### src/rtl/pc_sequencer.sv
// ---------------------------------------------------------------------------
// pc_sequencer
//
// Drives the PC-input mux selector and the PC / EPC load enables of the
// multicycle CPU. Every PC update passes through here: the PC+4 write at
// fetch, branch/jump/RTE resolution after decode, and the exception entry
// sequence (save EPC, read the vector byte from memory, load the PC from it).
//
// Parameters
//   MEM_LAT   cycles from vec_rd assertion until mem_data holds the vector byte
//   VEC_BASE  address of the first exception vector byte
//             (opcode +0, overflow +1, div-by-zero +2)
//
// Ports
//   clk            system clock
//   reset_n        synchronous active-low reset, sampled on rising clk
//   fetch_start    1-cycle pulse: main control begins a new fetch
//   resolve_valid  1-cycle pulse: instr_class / branch_cond / flags valid
//   instr_class    0=SEQ 1=BRANCH 2=JUMP 3=RTE (4..7 behave as SEQ)
//   branch_cond    0=BEQ 1=BNE 2=BLE 3=BGT
//   alu_zero       ALU zero flag
//   alu_gt         ALU greater-than flag
//   exc_req        bit0 invalid opcode, bit1 overflow, bit2 div-by-zero
//   mem_data       byte returned from memory for the vector read
//   pc_src         mux select: 0=PC+4 1=ALUOut 2=jump 3=EPC 4=vector
//   pc_write       PC register load enable
//   epc_write      EPC register load enable
//   vec_rd         memory read request for the vector byte
//   vec_addr       address of the vector byte being read
//   vec_byte       mem_data zero-extended and held (mux input 4)
//   exc_cause      0=none 1=opcode 2=overflow 3=div0, cleared at next fetch
//   busy           high in every state except IDLE
//   done           1-cycle pulse when the PC update is complete
//   fsm_state      current FSM state encoding, for observation only
//
// Handshake: fetch_start, resolve_valid and exc_req carry no ready signal.
// They are single-cycle strobes that the sequencer samples on a rising edge
// only in the state that accepts them (fetch_start in IDLE, exc_req and
// resolve_valid in WAIT); in any other state they are dropped. done is the
// completion strobe back to main control.
//
// Every output is a register. The combinational process computes the state
// that will be entered on the next edge together with the output values that
// belong to that state, so outputs always line up with the state they
// describe and never glitch between edges.
// ---------------------------------------------------------------------------
module pc_sequencer #(
    parameter int          MEM_LAT  = 2,
    parameter logic [31:0] VEC_BASE = 32'd253
) (
    input  logic        clk,
    input  logic        reset_n,
    input  logic        fetch_start,
    input  logic        resolve_valid,
    input  logic [2:0]  instr_class,
    input  logic [1:0]  branch_cond,
    input  logic        alu_zero,
    input  logic        alu_gt,
    input  logic [2:0]  exc_req,
    input  logic [7:0]  mem_data,
    output logic [2:0]  pc_src,
    output logic        pc_write,
    output logic        epc_write,
    output logic        vec_rd,
    output logic [31:0] vec_addr,
    output logic [31:0] vec_byte,
    output logic [1:0]  exc_cause,
    output logic        busy,
    output logic        done,
    output logic [2:0]  fsm_state
);

    typedef enum logic [2:0] {
        IDLE     = 3'd0,
        FETCH    = 3'd1,
        WAIT     = 3'd2,
        RESOLVE  = 3'd3,
        EXC_SAVE = 3'd4,
        EXC_READ = 3'd5,
        EXC_LOAD = 3'd6
    } state_t;

    // Mux select encodings
    localparam logic [2:0] SRC_PC4 = 3'd0;
    localparam logic [2:0] SRC_ALU = 3'd1;
    localparam logic [2:0] SRC_JMP = 3'd2;
    localparam logic [2:0] SRC_EPC = 3'd3;
    localparam logic [2:0] SRC_VEC = 3'd4;

    // Instruction classes
    localparam logic [2:0] CLS_BRANCH = 3'd1;
    localparam logic [2:0] CLS_JUMP   = 3'd2;
    localparam logic [2:0] CLS_RTE    = 3'd3;

    // Branch conditions
    localparam logic [1:0] COND_BEQ = 2'd0;
    localparam logic [1:0] COND_BNE = 2'd1;
    localparam logic [1:0] COND_BLE = 2'd2;
    localparam logic [1:0] COND_BGT = 2'd3;

    // Read-latency counter: counts the vec_rd cycles already spent in
    // EXC_READ. The last read cycle is the one where cnt == CNT_LAST.
    localparam int                CNT_W    = (MEM_LAT > 1) ? $clog2(MEM_LAT) : 1;
    localparam logic [CNT_W-1:0]  CNT_LAST = CNT_W'(MEM_LAT - 1);

    state_t             state;
    state_t             state_nxt;
    logic [CNT_W-1:0]   cnt;
    logic [CNT_W-1:0]   cnt_nxt;

    logic [2:0]         pc_src_nxt;
    logic               pc_write_nxt;
    logic               epc_write_nxt;
    logic               vec_rd_nxt;
    logic [31:0]        vec_addr_nxt;
    logic [31:0]        vec_byte_nxt;
    logic [1:0]         exc_cause_nxt;
    logic               busy_nxt;
    logic               done_nxt;

    logic [1:0]         req_cause;
    logic               branch_taken;

    // Highest-priority pending exception: opcode > overflow > div0.
    always_comb begin
        req_cause = 2'd0;
        if (exc_req[0]) begin
            req_cause = 2'd1;
        end else if (exc_req[1]) begin
            req_cause = 2'd2;
        end else if (exc_req[2]) begin
            req_cause = 2'd3;
        end
    end

    // Branch outcome from the compare flags presented with resolve_valid.
    always_comb begin
        branch_taken = 1'b0;
        case (branch_cond)
            COND_BEQ: branch_taken = alu_zero;
            COND_BNE: branch_taken = !alu_zero;
            COND_BLE: branch_taken = !alu_gt;
            COND_BGT: branch_taken = alu_gt;
            default:  branch_taken = 1'b0;
        endcase
    end

    // Next state and the output values belonging to that state.
    always_comb begin
        state_nxt     = state;
        cnt_nxt       = cnt;
        pc_src_nxt    = SRC_PC4;
        pc_write_nxt  = 1'b0;
        epc_write_nxt = 1'b0;
        vec_rd_nxt    = 1'b0;
        done_nxt      = 1'b0;
        vec_addr_nxt  = vec_addr;
        vec_byte_nxt  = vec_byte;
        exc_cause_nxt = exc_cause;

        case (state)
            IDLE: begin
                if (fetch_start) begin
                    state_nxt     = FETCH;
                    pc_src_nxt    = SRC_PC4;
                    pc_write_nxt  = 1'b1;
                    exc_cause_nxt = 2'd0;
                end
            end

            FETCH: begin
                state_nxt = WAIT;
            end

            WAIT: begin
                if (|exc_req) begin
                    // Exception wins over a simultaneous resolve_valid.
                    state_nxt     = EXC_SAVE;
                    epc_write_nxt = 1'b1;
                    exc_cause_nxt = req_cause;
                    vec_addr_nxt  = VEC_BASE + 32'(req_cause) - 32'd1;
                end else if (resolve_valid) begin
                    // The decode result is consumed on this edge: the
                    // registered pc_src / pc_write hold the resolution for
                    // the RESOLVE cycle.
                    state_nxt = RESOLVE;
                    done_nxt  = 1'b1;
                    case (instr_class)
                        CLS_BRANCH: begin
                            if (branch_taken) begin
                                pc_src_nxt   = SRC_ALU;
                                pc_write_nxt = 1'b1;
                            end
                        end
                        CLS_JUMP: begin
                            pc_src_nxt   = SRC_JMP;
                            pc_write_nxt = 1'b1;
                        end
                        CLS_RTE: begin
                            pc_src_nxt   = SRC_EPC;
                            pc_write_nxt = 1'b1;
                        end
                        default: begin
                            // SEQ and unused classes: PC+4 was already
                            // written during FETCH, nothing more to load.
                            pc_write_nxt = 1'b0;
                        end
                    endcase
                end
            end

            RESOLVE: begin
                state_nxt = IDLE;
            end

            EXC_SAVE: begin
                state_nxt  = EXC_READ;
                cnt_nxt    = '0;
                vec_rd_nxt = 1'b1;
            end

            EXC_READ: begin
                if (cnt == CNT_LAST) begin
                    // Last read cycle: memory now presents the vector byte.
                    state_nxt    = EXC_LOAD;
                    vec_byte_nxt = {24'd0, mem_data};
                    pc_src_nxt   = SRC_VEC;
                    pc_write_nxt = 1'b1;
                    done_nxt     = 1'b1;
                end else begin
                    cnt_nxt    = cnt + 1'b1;
                    vec_rd_nxt = 1'b1;
                end
            end

            EXC_LOAD: begin
                state_nxt = IDLE;
            end

            default: begin
                state_nxt = IDLE;
            end
        endcase

        busy_nxt = (state_nxt != IDLE);
    end

    // State and output registers.
    always_ff @(posedge clk) begin
        if (!reset_n) begin
            state     <= IDLE;
            cnt       <= '0;
            pc_src    <= SRC_PC4;
            pc_write  <= 1'b0;
            epc_write <= 1'b0;
            vec_rd    <= 1'b0;
            vec_addr  <= 32'd0;
            vec_byte  <= 32'd0;
            exc_cause <= 2'd0;
            busy      <= 1'b0;
            done      <= 1'b0;
        end else begin
            state     <= state_nxt;
            cnt       <= cnt_nxt;
            pc_src    <= pc_src_nxt;
            pc_write  <= pc_write_nxt;
            epc_write <= epc_write_nxt;
            vec_rd    <= vec_rd_nxt;
            vec_addr  <= vec_addr_nxt;
            vec_byte  <= vec_byte_nxt;
            exc_cause <= exc_cause_nxt;
            busy      <= busy_nxt;
            done      <= done_nxt;
        end
    end

    assign fsm_state = state;

endmodule

### config.mk
export PLATFORM = sky130hd
export DESIGN_NAME = pc_sequencer
export DESIGN_NICKNAME = d
export VERILOG_FILES = /design/src/rtl/pc_sequencer.sv
export SDC_FILE = /design/constraint.sdc
export NUM_CORES = 1
export LEC_CHECK = 0
export BUFFER_PORTS_ARGS = -buffer_cell sky130_fd_sc_hd__buf_2
export CAP_MARGIN = 15
export CELL_PAD_IN_SITES_DETAIL_PLACEMENT = 0
export CELL_PAD_IN_SITES_GLOBAL_PLACEMENT = 2
export CORE_MARGIN = 2
export CORE_UTILIZATION = 22
export DETAILED_ROUTE_END_ITERATION = 8
export PLACE_DENSITY_LB_ADDON = 0.15
export SKIP_LAST_GASP = 1
export SYNTH_ARGS = -nofsm -noshare
export SYNTH_HDL_FRONTEND = slang
export SYNTH_SLANG_ARGS = --single-unit
### constraint.sdc
create_clock -name clk -period 2.5 [get_ports clk]
set_clock_uncertainty 0.2 [all_clocks]
set_input_delay 0.5 -clock clk [delete_from_list [all_inputs] [get_ports clk]]
set_output_delay 0.5 -clock clk [all_outputs]
set_load 0.05 [all_outputs]
Yosys cells after proc, flatten, opt, wreduce, memory -nomap -nowiden
Cells that the tools add are included.
{ "word_totals": {"latchBits": 0, "inputBits": 22, "reg_bits": 54, "out_inout_bits": 77, "rom_bits": 0, "elab_cells": 72, "mem_count": 0, "mem_bits_rw": 0} }
{ "classes": {"magnitude_cmp": 0, "reduce_logical": 13, "n_shift": 0, "bitwise": 0, "muxes": 33, "n_eq_ne": 12, "div": 0, "multipliers": 0, "n_addsub": 3} }
{ "ops": {"columns": ["cell", "n"], "rows": [
  ["$mux W3", 5],
  ["$pmux W3 S5", 1],
  ["$mux W2", 7],
  ["$mux W1", 11],
  ["$sub A9 B1 Y10 const B", 1],
  ["$add A8 B2 Y9 const A", 1],
  ["$eq A3 B2 Y1 const B", 3],
  ["$pmux W1 S2", 4],
  ["$eq A3 B1 Y1 const B", 2],
  ["$eq A3 B3 Y1 const B", 2],
  ["$pmux W2 S3", 1],
  ["$pmux W3 S2", 1],
  ["$reduce_and A2 Y1", 3],
  ["$eq A2 B2 Y1 const B", 2],
  ["$ne A2 B2 Y1 const B", 2],
  ["$pmux W1 S4", 1],
  ["$pmux W2 S2", 1],
  ["$reduce_bool A2 Y1", 2],
  ["$logic_not A3 Y1", 1],
  ["$pmux W1 S3", 1],
  ["$reduce_and A3 Y1", 1],
  ["$reduce_bool A3 Y1", 1],
  ["$reduce_or A3 Y1", 1],
  ["$eq A2 B1 Y1 const B", 1],
  ["4 further kinds", 5]
]} }

Logic depth before layout (Yosys ltp)
{ "depth": {"word_depth": 7, "ltp_mapped": 5, "ltp_nobuf": 4} }

Least setup slack after synthesis
OpenSTA, ideal clock, no wires.
{ "synth_path": {"kind": "reg2reg", "start": "register state[0], in the netlist fsm_state[0]", "end": "register pc_write", "path_slack_ps": 629, "setup_time_ps": 122, "stages_incl_launch_ff": 6, "n_path_buf": 1, "t_arrival_ps": 1550, "required_time_ps": 2178, "cell_sequence": "dfxtp_1 buf_2 nor3b_4 and3_1 o31a_1 o311a_1"} }
{ "synth_via": {"elab_chain_len": 2, "elab_cells_between_ends": 4, "classes_between": "2 x eq/ne; 1 x mux; 1 x reduce/logical"} }
{ "synth_lines": {"columns": ["item", "line_no", "rtl"], "rows": [
  ["from (decl)", "106", "state_t state;"],
  ["from (signal assigned)", "263", "state <= state_nxt;"],
  ["$eq A3 B3 Y1, or another cell as far along", "161", "case (state)"],
  ["$pmux W1 S3 (*)", "161", null],
  ["to (signal assigned)", "266", "pc_write <= pc_write_nxt;"],
  ["to (decl)", "62", "output logic pc_write,"]
]} }
Every way passes the cells marked *; elsewhere a longest branch is shown, timed or not.
A chain may end at the register's enable or synchronous reset.

Worst setup path after layout
{ "layout_path": {"start": "register state[0], in the netlist fsm_state[0]", "end": "output port fsm_state[0]"} }
{ "layout_lines": {"columns": ["item", "line_no", "rtl"], "rows": [
  ["to (decl)", "70", "output logic [2:0] fsm_state"]
]} }
No word-level cell between the ends.

==> impl_metrics.env <==
export IMPL_die_area_um2=7060
export IMPL_viasPerCell=3.610
export IMPL_grt_pass1_wl_um=4174
export IMPL_grt_busiest_layer="met2"
export IMPL_cts_clk_slew_worst_paths_ps=90
export IMPL_first_global_vias=856
export IMPL_cp_num_buf_inv=1
export IMPL_grt_max_degree=23
export IMPL_cts_sinks=25
export IMPL_critical_path_top_delay_family="flip-flops"
export IMPL_clockBufferDepth=2
export IMPL_dieHeight_um=84.03
export IMPL_clk_latency_ps=270
export IMPL_core_area_um2=6277
export IMPL_hpwl_um=2249
export IMPL_syn2layout_area_growth_pct=11.19
export IMPL_cellPowerDensity_nw_per_um2=610.6
export IMPL_rows=29
export IMPL_ctsRootBufferMaster="clkbuf_8"
export IMPL_hold_viol=0
export IMPL_utilization_pct=24.96
export IMPL_finalSetupViolCount=0
export IMPL_netlist_instances=168
export IMPL_grt_usage_pct=7.531
export IMPL_cap_violations=0
export IMPL_critPathSlowestCell="dfxtp_1"
export IMPL_instances_no_fill=290
export IMPL_drt_iter0_markers=26
export IMPL_yosys_warnings=0
export IMPL_wl_per_cell_um=9.983
export IMPL_use_met1_pct=9.085
export IMPL_htreeDepth=1
export IMPL_slowest_delay_ps=570
export IMPL_use_met3_pct=2.770
export IMPL_final_cell_mix="50 x buf_2, 48 x conb_1, 25 x dfxtp_1"
export IMPL_final_common_cell="buf_2"
export IMPL_nets=236
export IMPL_startpoint_type="flop"
export IMPL_die_w_um=84.03
export IMPL_dpl_cell_area_um2=1521
export IMPL_routabilityCongestion=0.6860
export IMPL_endpoint_kind="output pin"
export IMPL_rsz0062_at_grt="no"
export IMPL_yosysUniqueCellTypes=32
export IMPL_peakVddDrop_uv=201.4
export IMPL_setup_worst_path_class="reg -> out"
export IMPL_path_cells="buf_2"
export IMPL_critical_path_required_ps=1800
export IMPL_antenna_left=0
export IMPL_firstDrtPassIters=4
export IMPL_worst_path_max_fanout=11
export IMPL_drc_errors=0
export IMPL_status="completed"
export IMPL_netlist_area_um2=1409
export IMPL_met2_usage_pct=12.05
export IMPL_post_cts_setup_buffers=0
export IMPL_cts_buffers=3
export IMPL_io_buffer_count=50
export IMPL_avgSynthCellArea_um2=8.386
export IMPL_diodes=0
export IMPL_pin_count=99
export IMPL_post_route_min_period_ps=1874
export IMPL_cts_hold_buffers=0
export IMPL_p_leak_nw=0.7864
export IMPL_dp_cells=286
export IMPL_drive_gt1_share_pct=27.70
export IMPL_timing_hold_worst_class="in -> reg"
export IMPL_fin_area_um2=1567
export IMPL_wirelength_um=2895
export IMPL_start_util_pct=22.44
export IMPL_cts_tree="built"
export IMPL_setup_tns_ps=0
export IMPL_cts_resized=0
export IMPL_synth_seq_area_share_pct=35.52
export IMPL_grt_overflow_total=0
export IMPL_cp_arrival_ps=1170
export IMPL_post_route_period_util_pct=74.95
export IMPL_synth_seq_cells=25
export IMPL_clock_fmax_ghz=0.5337
export IMPL_num_vias=1047
export IMPL_antenna_found_initial=0
export IMPL_maxSlewViolCount=0
==> routing by layer <==
layer	part of all wire [%]	vias up
li1	-	534
met1	45	460
met2	45	51
met3	9.2	2
met4	0.76	0
met5	0	-
==> flip-flops by register name (all words and copies together) (netlist names) <==
signal	cells
vec_byte	8
busy	1
pc_write	1
cnt	1
fsm_state	3
pc_src	3
epc_write	1
done	1
vec_addr	3
vec_rd	1
exc_cause	2
==> cells in the mapped netlist <==
cell | number | area, um^2
o31a_1 | 1 | 8.760
conb_1 | 1 | 3.750
nand3b_1 | 1 | 7.510
nand3_1 | 1 | 5.000
nor3b_1 | 1 | 7.510
mux2i_1 | 1 | 10.01
a21o_1 | 1 | 7.510
nor3b_2 | 1 | 12.51
inv_1 | 3 | 11.26
o311a_1 | 1 | 10.01
nor3b_4 | 1 | 18.77
o21ai_0 | 6 | 30.03
nor2b_1 | 3 | 18.77
nor3_2 | 1 | 10.01
buf_2 | 1 | 5.000
dfxtp_1 | 25 | 500.5
nand4_1 | 1 | 6.260
and3_1 | 5 | 31.28
or2_2 | 1 | 6.260
or2_0 | 1 | 6.260
nand2_1 | 24 | 90.09
a21boi_1 | 8 | 60.06
buf_4 | 54 | 405.4
a21oi_1 | 6 | 30.03
o21a_1 | 3 | 22.52
nor4b_1 | 1 | 8.760
nor2_1 | 6 | 22.52
clkbuf_1 | 2 | 7.510
nand2b_1 | 1 | 6.260
and2_1 | 3 | 18.77
nor3_1 | 2 | 10.01
and2b_4 | 1 | 10.01
==> power breakdown <==
| group | internal [mW] | leakage, nW | switching, mW |
|---|---|---|---|
| combinational | 0.0453 | 0.561 | 0.249 |
| clock | 0.114 | 0.0228 | 0.126 |
| sequential | 0.409 | 0.203 | 0.0125 |
| total | 0.568 | 0.786 | 0.388 |
==> logic make-up after synthesis <==
logic type             after synthesis  synth area share (%)
muxes                                1                0.7105
buffers and inverters               60                 30.46
AOI/OAI and AO/OA                   26                 11.99
DFF                                 25                 35.52
other                                1                0.2662
and+or+nand+nor                     55                 21.05
==> worst paths after layout <==
path	from	end	slack, ps	cells past startpoint
worst min-delay path	instr_class[2]	pc_src[1]$_SDFF_PN0_	230	2
worst min register to register	vec_addr[1]$_SDFFE_PN0P_	vec_addr[1]$_SDFFE_PN0P_	250	2
worst max-delay path	fsm_state[0]$_SDFF_PN0_	fsm_state[0]	630	1
worst max register to register	fsm_state[1]$_SDFF_PN0_	pc_write$_SDFF_PN0_	720	3
==> through the flow <==
stage / setup WS (ps) / total power, mW / hold WS [ps]
5_1_grt: 553.3 / 0.9999 / 227.6
2_1_floorplan: 628.7 / 0.7443 / 250.6
3_3_place_gp: 655.9 / 0.7284 / 240.3
3_5_place_dp: 642.7 / 0.7267 / 243.1
4_1_cts: 605.7 / 0.9748 / 218.5
6_report: 626.3 / 0.9566 / 226.2
==> area by class of cell <==
type | count | area [um^2]
inverter | 3 | 11.26
clock buffer | 4 | 45.04
tap | 77 | 96.34
multi-input combinational | 130 | 655.6
sequential | 25 | 500.5
timing repair buffer | 51 | 257.7
fill | 707 | 4711
Note: power is estimated with default switching activity, not from simulation.
